**src/rtl/csa_tree_pipe_pkg.sv**
```systemverilog
// Elaboration-time sizing helpers for the pipelined carry-save adder tree.
// Every function here is a constant function used only for generate sizing.
package csa_tree_pipe_pkg;

  function automatic int clog2(input int v);
    int r;
    int x;
    r = 0;
    x = v - 1;
    while (x > 0) begin
      r++;
      x = x >> 1;
    end
    return r;
  endfunction

  // Row count entering level lvl: each level folds every full group of three into two.
  function automatic int rows_at_level(input int n, input int lvl);
    int rows;
    rows = n;
    for (int i = 0; i < lvl; i++) rows = rows - rows / 3;
    return rows;
  endfunction

  function automatic int csa_levels(input int n);
    int rows;
    int lv;
    rows = n;
    lv = 0;
    while (rows > 2) begin
      rows = rows - rows / 3;
      lv++;
    end
    return lv;
  endfunction

endpackage

```
**src/rtl/csa_tree_pipe_csa_3_2.sv**
```systemverilog
// Bitwise 3:2 compressor: sum row plus unshifted carry row.
// Latency: combinational.
// Backpressure: none, pure logic.
module csa_3_2 #(
  parameter int W = 8
) (
  input  logic [W-1:0] a,
  input  logic [W-1:0] b,
  input  logic [W-1:0] c,
  output logic [W-1:0] s,
  output logic [W-1:0] co
);

  assign s  = a ^ b ^ c;
  assign co = (a & b) | (a & c) | (b & c);

endmodule

```
**src/rtl/csa_tree_pipe.sv**
```systemverilog
// Pipelined multi-operand adder: Wallace tree of 3:2 CSAs plus a registered final add.
// Latency: csa_levels(N_OPS)+1 cycles from accepted input to out_valid.
// Backpressure: a held output freezes every rank; in_ready drops for the same cycle.
module csa_tree_pipe
  import csa_tree_pipe_pkg::*;
#(
  parameter int N_OPS  = 10,
  parameter int WIDTH  = 8,
  parameter int SIGNED = 0,
  localparam int OUT_W = WIDTH + clog2(N_OPS)
) (
  input  logic                   clk,
  input  logic                   reset,
  input  logic                   in_valid,
  output logic                   in_ready,
  input  logic [N_OPS*WIDTH-1:0] ops_in,
  output logic                   out_valid,
  input  logic                   out_ready,
  output logic [OUT_W-1:0]       sum
);

  localparam int LEVELS = csa_levels(N_OPS);

  logic             stall;
  logic [OUT_W-1:0] ext_rows [N_OPS];
  logic [OUT_W-1:0] cpa_a;
  logic [OUT_W-1:0] cpa_b;

  assign stall    = out_valid & ~out_ready;
  assign in_ready = ~stall;

  for (genvar k = 0; k < N_OPS; k++) begin : g_ext
    logic [WIDTH-1:0] op;
    assign op = ops_in[k*WIDTH +: WIDTH];
    if (SIGNED != 0) begin : g_sx
      assign ext_rows[k] = OUT_W'($signed(op));
    end else begin : g_zx
      assign ext_rows[k] = OUT_W'(op);
    end
  end

  for (genvar l = 0; l < LEVELS; l++) begin : g_lvl
    localparam int N_IN  = rows_at_level(N_OPS, l);
    localparam int N_GRP = N_IN / 3;
    localparam int N_OUT = N_IN - N_GRP;

    logic [OUT_W-1:0] src [N_IN];
    logic [OUT_W-1:0] nxt [N_OUT];
    logic [OUT_W-1:0] q   [N_OUT];
    logic             vld_in;
    logic             vld_q;

    if (l == 0) begin : g_first
      assign src    = ext_rows;
      assign vld_in = in_valid;
    end else begin : g_next
      assign src    = g_lvl[l-1].q;
      assign vld_in = g_lvl[l-1].vld_q;
    end

    for (genvar g = 0; g < N_GRP; g++) begin : g_csa
      logic [OUT_W-1:0] s_row;
      logic [OUT_W-1:0] c_row;
      csa_3_2 #(.W(OUT_W)) u_csa (
        .a  (src[3*g]),
        .b  (src[3*g+1]),
        .c  (src[3*g+2]),
        .s  (s_row),
        .co (c_row)
      );
      assign nxt[2*g]   = s_row;
      // Carry weight is one bit higher; the bit shifted past OUT_W-1 is dropped (mod 2^OUT_W).
      assign nxt[2*g+1] = c_row << 1;
    end

    for (genvar p = 0; p < N_IN - 3*N_GRP; p++) begin : g_pass
      assign nxt[2*N_GRP+p] = src[3*N_GRP+p];
    end

    always_ff @(posedge clk) begin
      if (reset) begin
        vld_q <= 1'b0;
        for (int r = 0; r < N_OUT; r++) q[r] <= '0;
      end else if (!stall) begin
        vld_q <= vld_in;
        for (int r = 0; r < N_OUT; r++) q[r] <= nxt[r];
      end
    end
  end

  assign cpa_a = g_lvl[LEVELS-1].q[0];
  assign cpa_b = g_lvl[LEVELS-1].q[1];

  always_ff @(posedge clk) begin
    if (reset) begin
      out_valid <= 1'b0;
      sum       <= '0;
    end else if (!stall) begin
      out_valid <= g_lvl[LEVELS-1].vld_q;
      sum       <= cpa_a + cpa_b;
    end
  end

endmodule

```
**config.mk**
```make
export PLATFORM = sky130hd
export DESIGN_NAME = csa_tree_pipe
export DESIGN_NICKNAME = d
export VERILOG_FILES = /design/src/rtl/csa_tree_pipe_pkg.sv /design/src/rtl/csa_tree_pipe_csa_3_2.sv /design/src/rtl/csa_tree_pipe.sv
export SDC_FILE = /design/constraint.sdc
export NUM_CORES = 1
export LEC_CHECK = 0
export ABC_AREA = 1
export BUFFER_PORTS_ARGS = -buffer_cell sky130_fd_sc_hd__buf_2
export CORE_MARGIN = 2
export CORE_UTILIZATION = 58
export DETAILED_ROUTE_END_ITERATION = 6
export PLACE_DENSITY = 0.81
export SLEW_MARGIN = 15
export SYNTH_ARGS = -nofsm -noshare
export SYNTH_HDL_FRONTEND = slang
export SYNTH_SLANG_ARGS = --single-unit
export TNS_END_PERCENT = 1
```
**constraint.sdc**
```tcl
create_clock -name clk -period 2.2 [get_ports clk]
set_input_delay 0.22 -clock clk [delete_from_list [all_inputs] [get_ports clk]]
set_output_delay 0.22 -clock clk [all_outputs]
set_load 0.01 [all_outputs]
```
==> impl_metrics.csv, run 1 <==
group,metric,value,unit
sta,hold_viol,0,
run_status,outcome,"complete, no violations",
cells_and_area,drive_gt1_share,16.6,%
synthesis,yosysUniqueCellTypes,24,
worst_setup_path,crit_path_end_kind,"register",
route,drt_iter0_drc,370,
sta,rsz0062_at_grt,"false",
cells_and_area,final_nets,965,
floorplanning,die_area,14700,µm²
floorplanning,core_area,13300,µm²
cts,cts_buffers,17,
global_routing,globalRoute.totalOverflow,0,
cts,clkSinkCount,198,
sta,whs,0.0165,ns
synthesis,synthesis.area_per_instance,11.2,µm²
hold_path,hp-class,"input port to register",
cts,cts.clk_slew.worst_paths,0.07,ns
route,ant_nets,0,
placed_design,dpl_worst_slack,0.273,ns
global_routing,grt_usage,21.4,%
worst_setup_path,crit_path_start_kind,"register",
cells_and_area,area_growth,15.7,%
cells_and_area,num_antenna_cells,0,
route,wl_per_cell,14.8,µm
power_and_ir_drop,ir_drop,627,µV
floorplanning,io_pins,98,
cts,cts_tree,"yes",
synthesis,syn_area,7990,µm²
cells_and_area,final_cells,991,
synthesis,synth.most_common_cell,"dfxtp_1",
synthesis,synth.top_cells.by_area,"dfxtp_1 44%, fa_1 15%, a22o_1 12%, edfxtp_1 7.9%, nand2_1 4.2%",
floorplanning,die_x,121,µm
sta,tightest_slew,1.06,ns
synthesis,yosys-top-cells-count,"177 x dfxtp_1, 106 x a22o_1, 90 x nand2_1",
sta,timing.fmax,0.510,GHz
sta,post-route-min-period,1.96,ns
cts,clockBufferDepth,2,
power_and_ir_drop,swShare,22.9,%
sta,relSlewSlack,29.5,%
power_and_ir_drop,power.total,7.84,mW
global_routing,grt_pass1_wl,24700,µm
route,firstDrtPassIters,5,
worst_setup_path,crit_arrival,2.29,ns
synthesis,synth_flop_cell,"dfxtp_1",
placed_design,placed_area,8580,µm²
global_routing,grt_antenna_before_repair,0,
route,avgViaCountPerCell,5.34,
worst_setup_path,cp_max_fo,4,
synthesis,synth-edff-count,21,
cts,htree_num_levels,4,
worst_setup_path,critPathKind,"register to register",
cts,cts-root-buf,"clkbuf_16",
flow_run,max_cap_viol_count,0,
synthesis,synth_top_area_cell,"dfxtp_1",
sta,period_share,89.1,%
cts,cts_resized,0,
power_and_ir_drop,pwr-share-clk,38.4,%
floorplanning,start_util,59.9,%
power_and_ir_drop,power_switching,1.79,mW
sta,postLayoutSetupSlackWorst,0.240,ns
placed_design,dpl.cell_count,951,
placed_design,port_buffers,97,
route,drt_wl_total,14700,µm
sta,fin_tns_setup,0,ns
synthesis,async_flop_share,0,%
sta,clock_skew,0.00728,ns
power_and_ir_drop,comb_power_share,9.3,%
cells_and_area,nFillCells,967,
global_routing,grt_pass1_vias,5290,
cells_and_area,post-route-util,69.3,%
synthesis,synth_seq_cells,198,
synthesis,synth_cells,712,
global_routing,grt_max_degree,136,
sta,setup-violations-final,0,
power_and_ir_drop,power_frac_seq,52.2,%
worst_setup_path,required,2.53,ns
cells_and_area,finish.instance_area,9250,µm²
synthesis,synth_fp_nets,875,
floorplanning,rows,42,
sta,maxSlewViolCount,0,
power_and_ir_drop,p_int,6.05,mW
placed_design,dpl.hpwl,9630,µm
synthesis,synth_warnings,0,
synthesis,synth_top_area_share,44.3,%
synthesis,synth-seq-area-share,52.2,%
placed_design,gp_congestion,0.836,
power_and_ir_drop,p_leak,4.01,nW
power_and_ir_drop,p_per_area,848,nW/µm²
cts,cts_setup_buffers,0,
cts,clk_latency,0.43,ns
route,drc,0,
floorplanning,die_y,121,µm
route,vias,5290,
## per-layer routing
layer | wire (µm) | global-route usage [%]
met5 | 0 | 0
met4 | 250 | 7.90
met3 | 553 | 4.93
met2 | 7430 | 35.5
met1 | 6430 | 27.4
## logic make-up (layout without fill, tap and decap cells)
family,after synthesis,count (layout),share of synthesized area [%]
fa+ha+maj,79,79,18.0
simple gates,137,137,6.95
buf+inv,115,218,5.92
xor+xnor,1,1,0.110
flops,198,198,52.2
compound gates,182,182,16.8
## placed cells by master (no fill, tap or decap)
| cell | instances |
|---|---|
| ha_1 | 19 |
| dlygate4sd3_1 | 8 |
| a21oi_1 | 6 |
| o21ai_0 | 40 |
| xor2_1 | 1 |
| nand3_1 | 9 |
| inv_1 | 74 |
| dfxtp_1 | 177 |
| nand2_1 | 90 |
| edfxtp_1 | 21 |
| clkbuf_8 | 3 |
| clkinvlp_4 | 1 |
| buf_12 | 3 |
| a22o_1 | 106 |
| fa_1 | 60 |
| nor2_1 | 32 |
| o21bai_1 | 2 |
| a31oi_1 | 1 |
| buf_4 | 1 |
| nand4_1 | 1 |
| nor3_1 | 1 |
| o22ai_1 | 20 |
| nand3b_1 | 1 |
| clkbuf_1 | 4 |
| clkbuf_16 | 20 |
| clkinv_2 | 2 |
| o21ai_1 | 7 |
| nor2_4 | 3 |
| inv_4 | 2 |
| buf_2 | 97 |
| inv_2 | 3 |
## worst paths after layout
| kind | start | end | slack (ns) | cells after the start |
|---|---|---|---|---|
| max | g_lvl[4].q[0][1]$_SDFFCE_PN0P_ | sum[7]$_SDFFE_PP0N_ | 0.24 | 9 |
| max reg2reg | g_lvl[4].q[0][1]$_SDFFCE_PN0P_ | sum[7]$_SDFFE_PP0N_ | 0.24 | 9 |
| min reg2reg | sum[10]$_SDFFE_PP0N_ | sum[10]$_SDFFE_PP0N_ | 0.45 | 2 |
| min | ops_in[73] | g_lvl[0].q[1]$_SDFFE_PP0N_ | 0.02 | 3 |
## critical path, stage by stage, from the launching register on
cell and delay [ns]:
edfxtp_1 0.34, ha_1 0.23, inv_1 0.07, fa_1 0.40, o21ai_0 0.38, nand2_1 0.15
nand2_1 0.11, nand2_1 0.06, nand3_1 0.07, nand2_1 0.05
## power by group through the flow
stage	Sequential, mW	Clock, mW	Combinational [mW]
5_1_grt	4.12	3.21	0.847
3_3_place_gp	4.16	0	0.690
2_1_floorplan	4.12	0	0.471
3_5_place_dp	4.17	0	0.719
6_report	4.09	3.01	0.732
4_1_cts	4.09	3.05	0.744
## timing repair
| action | in CTS | in global routing |
|---|---|---|
| setup endpoints to repair | 0 | 0 |
| hold buffers | 8 | 0 |
| endpoints found under the hold margin | 8 | 0 |
## state kept, by name (all words and copies together), names as in the netlist
| name | count |
|---|---|
| sum | 12 |
| g_lvl.vld_q | 5 |
| g_lvl.q | 180 |
| out_valid | 1 |
## layout make-up
| type | count | area, µm² | area share, % |
|---|---|---|---|
| Sequential cell | 198 | 4170 | 45.1 |
| Timing Repair Buffer | 109 | 633 | 6.85 |
| Clock inverter | 5 | 30.0 | 0.325 |
| Clock buffer | 27 | 557 | 6.02 |
| Tap cell | 176 | 220 | 2.38 |
| Multi-Input combinational cell | 399 | 3340 | 36.2 |
| Inverter | 77 | 289 | 3.13 |
No activity file was read; power rests on OpenSTA's default activity.
==> run 2, diff against run 1 <==
ABC_AREA = 0   (was 1)
PLACE_DENSITY = 0.8   (was 0.81)
==> run 2 against run 1 <==
Effect of this change:
- wire length is 7.3% higher
- synthesized cell count rose by 30%
- via count grew 17%
- utilization down 2.3 points
- total power rose by 1.3%
- clock power rose by 4%
- synthesized area up 6.7%
==> impl_metrics.csv, run 2 <==
group,metric,value,unit
run_status,outcome,"complete, no violations",
route,drt_wl_total,15700,µm
flow_run,max_cap_viol_count,0,
floorplanning,die_area,15700,µm²
cells_and_area,largest_reg_flops,180,
cts,htree_num_levels,4,
worst_setup_path,crit_arrival,2.37,ns
synthesis,synth-seq-area-share,48.9,%
power_and_ir_drop,p_leak,4.10,nW
cts,cts_setup_buffers,0,
floorplanning,io_pins,98,
route,route.met3.wl,588,µm
synthesis,synthMuxAreaShare,0.117,%
cells_and_area,area_growth,13.3,%
synthesis,synth.most_common_cell,"nand2_1",
power_and_ir_drop,pwr-share-clk,39.5,%
power_and_ir_drop,power_switching,1.92,mW
floorplanning,die_y,125,µm
cells_and_area,post-route-util,67.0,%
route,top_layer,"met4",
route,wl_met1,7350,µm
hold_path,hp-class,"input port to register",
placed_design,dpl_worst_slack,0.207,ns
route,drc,0,
cells_and_area,largestRegisters,"g_lvl.q x180, sum x12, g_lvl.vld_q x5",
synthesis,synth_top_family_by_area,"simple AND/OR/NAND/NOR gates",
route,wl_per_cell,13.3,µm
sta,setup-violations-final,0,
synthesis,synth_warnings,0,
route,drt_iter0_drc,458,
synthesis,yosysUniqueCellTypes,40,
synthesis,yosys-top-cells-count,"343 x nand2_1, 177 x a21oi_1, 177 x dfxtp_1",
power_and_ir_drop,ir_drop,568,µV
cells_and_area,final_nets,1153,
cts,cts-root-buf,"clkbuf_16",
global_routing,globalRoute.totalOverflow,0,
worst_setup_path,crit_start,"g_lvl[4].q[0][1]$_SDFFCE_PN0P_",
sta,post-route-min-period,2.00,ns
cts,clockBufferDepth,2,
sta,maxSlewViolCount,0,
cells_and_area,largest-register,"g_lvl.q",
route,vias,6203,
worst_setup_path,crit_path_start_kind,"register",
power_and_ir_drop,power_frac_seq,51.4,%
synthesis,async_flop_share,0,%
global_routing,grt_max_degree,166,
synthesis,synth_flop_cell,"dfxtp_1",
power_and_ir_drop,p_per_area,822,nW/µm²
synthesis,syn_area,8530,µm²
sta,tightest_slew,0.775,ns
cells_and_area,drive_gt1_share,14.2,%
floorplanning,die_x,125,µm
synthesis,synth-edff-count,21,
placed_design,port_buffers,97,
floorplanning,rows,44,
synthesis,synth_seq_cells,198,
worst_setup_path,required,2.57,ns
floorplanning,start_util,59.1,%
worst_setup_path,rr_startpoint,"g_lvl[4].q[0][1]$_SDFFCE_PN0P_",
cells_and_area,num_antenna_cells,0,
route,avgViaCountPerCell,5.23,
route,routed-wl-met2,7480,µm
sta,relSlewSlack,48.4,%
cts,cts_buffers,17,
synthesis,synthSimpleGateAreaFrac,18.0,%
cts,ctsHoldBuffers,0,
cells_and_area,final_common_cell,"nand2_1",
sta,rsz0062_at_grt,"false",
placed_design,dpl.hpwl,10100,µm
global_routing,grt_pass1_wl,27300,µm
sta,fin_tns_setup,0,ns
synthesis,synth_compound_area_share,11.9,%
synthesis,synthesis.area_per_instance,9.18,µm²
synthesis,synth_cells,929,
synthesis,synth_top_area_cell,"dfxtp_1",
worst_setup_path,cp_max_fo,3,
power_and_ir_drop,comb_power_share,9.1,%
global_routing,grt_pass1_vias,5917,
synthesis,synth.top_cells.by_area,"dfxtp_1 42%, nand2_1 15%, fa_1 14%, a21oi_1 10%, edfxtp_1 7.4%",
synthesis,synth_xor_area_share,0.513,%
cts,cts.clk_slew.worst_paths,0.07,ns
cells_and_area,final_cell_mix,"343 x nand2_1, 177 x a21oi_1, 177 x dfxtp_1, 96 x buf_2, 60 x fa_1",
global_routing,grt_antenna_before_repair,0,
worst_setup_path,critPathKind,"register to register",
cts,clkSinkCount,198,
cts,cts_resized,0,
sta,hold_viol,0,
floorplanning,core_area,14400,µm²
cts,cts_tree,"yes",
worst_setup_path,crit_path_end_kind,"register",
synthesis,synthAdderAreaFrac,16.9,%
synthesis,synth_top_area_share,41.5,%
placed_design,gp_congestion,0.841,
sta,whs,0.0259,ns
sta,postLayoutSetupSlackWorst,0.203,ns
route,ant_nets,0,
sta,period_share,90.8,%
hold_path,min_from,"ops_in[76]",
power_and_ir_drop,swShare,24.2,%
synthesis,synth_fp_nets,1092,
route,firstDrtPassIters,5,
global_routing,grt_usage,21.2,%
power_and_ir_drop,p_int,6.02,mW
sta,timing.fmax,0.501,GHz
sta,clock_skew,0.00931,ns
cts,clk_latency,0.43,ns
[run 2: final timing paths]
kind	end	slack, ns	cells after the start
max	sum[7]$_SDFFE_PP0N_	0.20	8
min	g_lvl[0].q[4]$_SDFFE_PP0N_	0.03	3
max reg2reg	sum[7]$_SDFFE_PP0N_	0.20	8
min reg2reg	sum[6]$_SDFFE_PP0N_	0.45	2
[run 2: layout make-up]
type	count	area (µm²)
repair buffers	103	571
clock buffers	20	467
clock inverters	12	136
fillers	1165	4760
inverters	7	28.8
multi-input cells	663	4050
well taps	184	230
flip-flops and latches	198	4170
[run 2: kinds of logic after synthesis]
group,count (synthesis)
XOR/XNOR,5
flip-flops,198
multiplexers,1
adder cells (fa/ha/maj),79
AO/OA/AOI/OAI,192
AND/OR/NAND/NOR,386
buffers and inverters,68
[run 2: power groups by stage]
stage | logic (mW) | registers [mW] | clock network, mW
floorplan | 0.474 | 4.12 | 0
global placement | 0.696 | 4.16 | 0
detailed placement | 0.714 | 4.17 | 0
CTS | 0.731 | 4.09 | 3.18
global route | 0.856 | 4.12 | 3.32
finish | 0.720 | 4.08 | 3.14
[run 2: critical path, cell delays in order (launching register included)]
cell and delay [ns]:
edfxtp_1 0.33, ha_1 0.20, inv_1 0.07, fa_1 0.38, nand2b_1 0.18, a21oi_2 0.18, a31oi_1 0.12, or4_1 0.41
nand3_1 0.08
[run 2: metrics by stage]
stage          instances  total power [mW]  cell area, µm²
2_1_floorplan        929              4.59            8530
3_3_place_gp        1155              4.85            9060
3_5_place_dp        1155              4.88            9060
4_1_cts             1187              8.00            9660
5_1_grt             1187              8.29            9660
6_report            1187              7.94            9660
[run 2: per-layer routing]
metal | vias to the layer above | global-route usage (%)
li1 | 3143 | -
met1 | 2914 | 29.2
met2 | 119 | 33.6
met3 | 27 | 4.15
met4 | 0 | 7.97
met5 | - | 0
==> run 3, diff against run 2 <==
MAX_ROUTING_LAYER = met4   (was unset)
==> run 3 against run 2 <==
Effect of this change:
- first-iteration DRC count increased by 3.7%
- clock skew down 0.00066 ns
- largest cell class unchanged
- final cell count unchanged
- sequential power is essentially flat
- via count is 0.27% higher
- clock power is essentially flat
- total power barely moved
- wire length up 0.14%
==> impl_metrics.csv, run 3 (synthesis results as in run 2) <==
group,metric,value,unit
route,wl_per_cell,13.3,µm
worst_setup_path,crit_path_start_kind,"register",
worst_setup_path,required,2.58,ns
power_and_ir_drop,p_int,6.02,mW
global_routing,grt_max_degree,166,
cells_and_area,final_cells,1187,
worst_setup_path,slowest_delay,0.41,ns
route,routed-wl-met2,7420,µm
cts,ctsHoldBuffers,0,
floorplanning,die_x,125,µm
power_and_ir_drop,p_leak,4.10,nW
worst_setup_path,crit_buf_inv,1,
cts,cts_tree,"yes",
sta,fin_tns_setup,0,ns
placed_design,dpl.cell_count,1155,
power_and_ir_drop,comb_power_share,9.1,%
run_status,outcome,"complete, no violations",
sta,hold_viol,0,
sta,tightest_slew,0.768,ns
power_and_ir_drop,pwr-share-clk,39.5,%
cells_and_area,final_common_cell,"nand2_1",
route,route.met3.wl,624,µm
worst_setup_path,path_cells,"ha_1, inv_1, fa_1, nand2b_1, a21oi_2, a31oi_1, or4_1, nand3_1",
cts,cts_buffers,17,
worst_setup_path,r2r_slack,0.21,ns
cts,htree_num_levels,4,
cts,cts_resized,0,
sta,post-route-min-period,1.99,ns
route,top_layer,"met4",
floorplanning,die_y,125,µm
worst_setup_path,r2r-end,"sum[7]$_SDFFE_PP0N_",
placed_design,dpl.hpwl,10100,µm
hold_path,hp-class,"input port to register",
floorplanning,die_area,15700,µm²
worst_setup_path,rr_startpoint,"g_lvl[4].q[0][1]$_SDFFCE_PN0P_",
floorplanning,rows,44,
hold_path,hold_path_end,"g_lvl[0].q[4]$_SDFFE_PP0N_",
sta,clock_skew,0.00866,ns
power_and_ir_drop,ir_drop,568,µV
global_routing,grt_pass1_wl,27200,µm
cells_and_area,largest-register,"g_lvl.q",
worst_setup_path,crit_arrival,2.37,ns
global_routing,grt_antenna_before_repair,0,
cts,clockBufferDepth,2,
global_routing,grt_usage,21.8,%
sta,timing.fmax,0.502,GHz
worst_setup_path,cp_slowest_cell,"or4_1",
worst_setup_path,crit_path_end_kind,"register",
global_routing,globalRoute.totalOverflow,0,
cts,clkSinkCount,198,
power_and_ir_drop,swShare,24.2,%
power_and_ir_drop,p_per_area,822,nW/µm²
cells_and_area,area_growth,13.3,%
route,avgViaCountPerCell,5.24,
worst_setup_path,reg2reg_depth,8,
route,drt_wl_total,15800,µm
worst_setup_path,cp_max_fo,3,
floorplanning,core_area,14400,µm²
worst_setup_path,critPathKind,"register to register",
route,firstDrtPassIters,5,
cts,cts.clk_slew.worst_paths,0.07,ns
cells_and_area,final_cell_mix,"343 x nand2_1, 177 x a21oi_1, 177 x dfxtp_1, 96 x buf_2, 60 x fa_1",
power_and_ir_drop,power.total,7.94,mW
cells_and_area,num_antenna_cells,0,
route,wl_met1,7390,µm
power_and_ir_drop,power_switching,1.92,mW
hold_path,min_from,"ops_in[76]",
flow_run,max_cap_viol_count,0,
cts,cts_setup_buffers,0,
placed_design,port_buffers,97,
cts,clk_latency,0.43,ns
global_routing,grt_pass1_vias,5919,
floorplanning,start_util,59.1,%
cells_and_area,largest_reg_flops,180,
sta,rsz0062_at_grt,"false",
route,drc,0,
sta,period_share,90.6,%
sta,relSlewSlack,48.8,%
cells_and_area,final_nets,1153,
route,vias,6220,
worst_setup_path,critPathTopFamily,"simple AND/OR/NAND/NOR gates",
hold_path,whs_path_depth,3,
sta,maxSlewViolCount,0,
route,drt_iter0_drc,475,
cells_and_area,largestRegisters,"g_lvl.q x180, sum x12, g_lvl.vld_q x5",
placed_design,gp_congestion,0.854,
floorplanning,io_pins,98,
cts,cts-root-buf,"clkbuf_16",
cells_and_area,drive_gt1_share,14.2,%
sta,setup-violations-final,0,
route,ant_nets,0,
power_and_ir_drop,power_frac_seq,51.4,%
[run 3: final cells by class]
type	instances	area (µm²)
Tap cell	184	230
Sequential cell	198	4170
Clock inverter	12	136
Multi-Input combinational cell	663	4050
Fill cell	1165	4760
Timing Repair Buffer	103	571
Clock buffer	20	467
Inverter	7	28.8
[run 3: worst min-delay path, cell delays in order]
cell	delay (ns)
buf_2	0.10
nand2_1	0.04
a21oi_1	0.05
[run 3: worst max-delay path by stage]
stage	start	to	slack, ns	cells after the start
2_1_floorplan	g_lvl[4].q[0][1]$_SDFFCE_PN0P_	sum[7]$_SDFFE_PP0N_	0.33	8
3_3_place_gp	g_lvl[4].q[0][1]$_SDFFCE_PN0P_	sum[7]$_SDFFE_PP0N_	0.26	8
3_5_place_dp	g_lvl[4].q[0][13]$_SDFFCE_PN0P_	sum[7]$_SDFFE_PP0N_	0.21	8
4_1_cts	g_lvl[4].q[0][1]$_SDFFCE_PN0P_	sum[7]$_SDFFE_PP0N_	0.19	8
5_1_grt	g_lvl[4].q[0][1]$_SDFFCE_PN0P_	sum[7]$_SDFFE_PP0N_	0.07	8
6_report	g_lvl[4].q[0][1]$_SDFFCE_PN0P_	sum[7]$_SDFFE_PP0N_	0.21	8
[run 3: metal layers]
layer | up-vias | track usage [%]
met2 | 132 | 33.7
met4 | 0 | 7.97
met3 | 27 | 4.15
li1 | 3139 | -
met1 | 2922 | 29.1
met5 | - | -
[run 3: through the flow]
stage                     setup WS [ns]  instance area, µm²  hold WS [ns]  utilization, %
final                             0.207                9660        0.0266            67.0
after global routing             0.0746                9660        0.0270            67.0
after CTS                         0.195                9660        0.0152            67.0
after detailed placement          0.207                9060         0.444            62.8
after global placement            0.256                9060         0.438            62.8
after floorplan                   0.329                8530         0.360               -
[run 3: power by group through the flow]
stage | clock (mW) | sequential, mW | combinational, mW
after floorplan | 0 | 4.12 | 0.474
final | 3.14 | 4.08 | 0.720
after CTS | 3.18 | 4.09 | 0.731
after detailed placement | 0 | 4.17 | 0.714
after global placement | 0 | 4.16 | 0.696
after global routing | 3.32 | 4.12 | 0.856
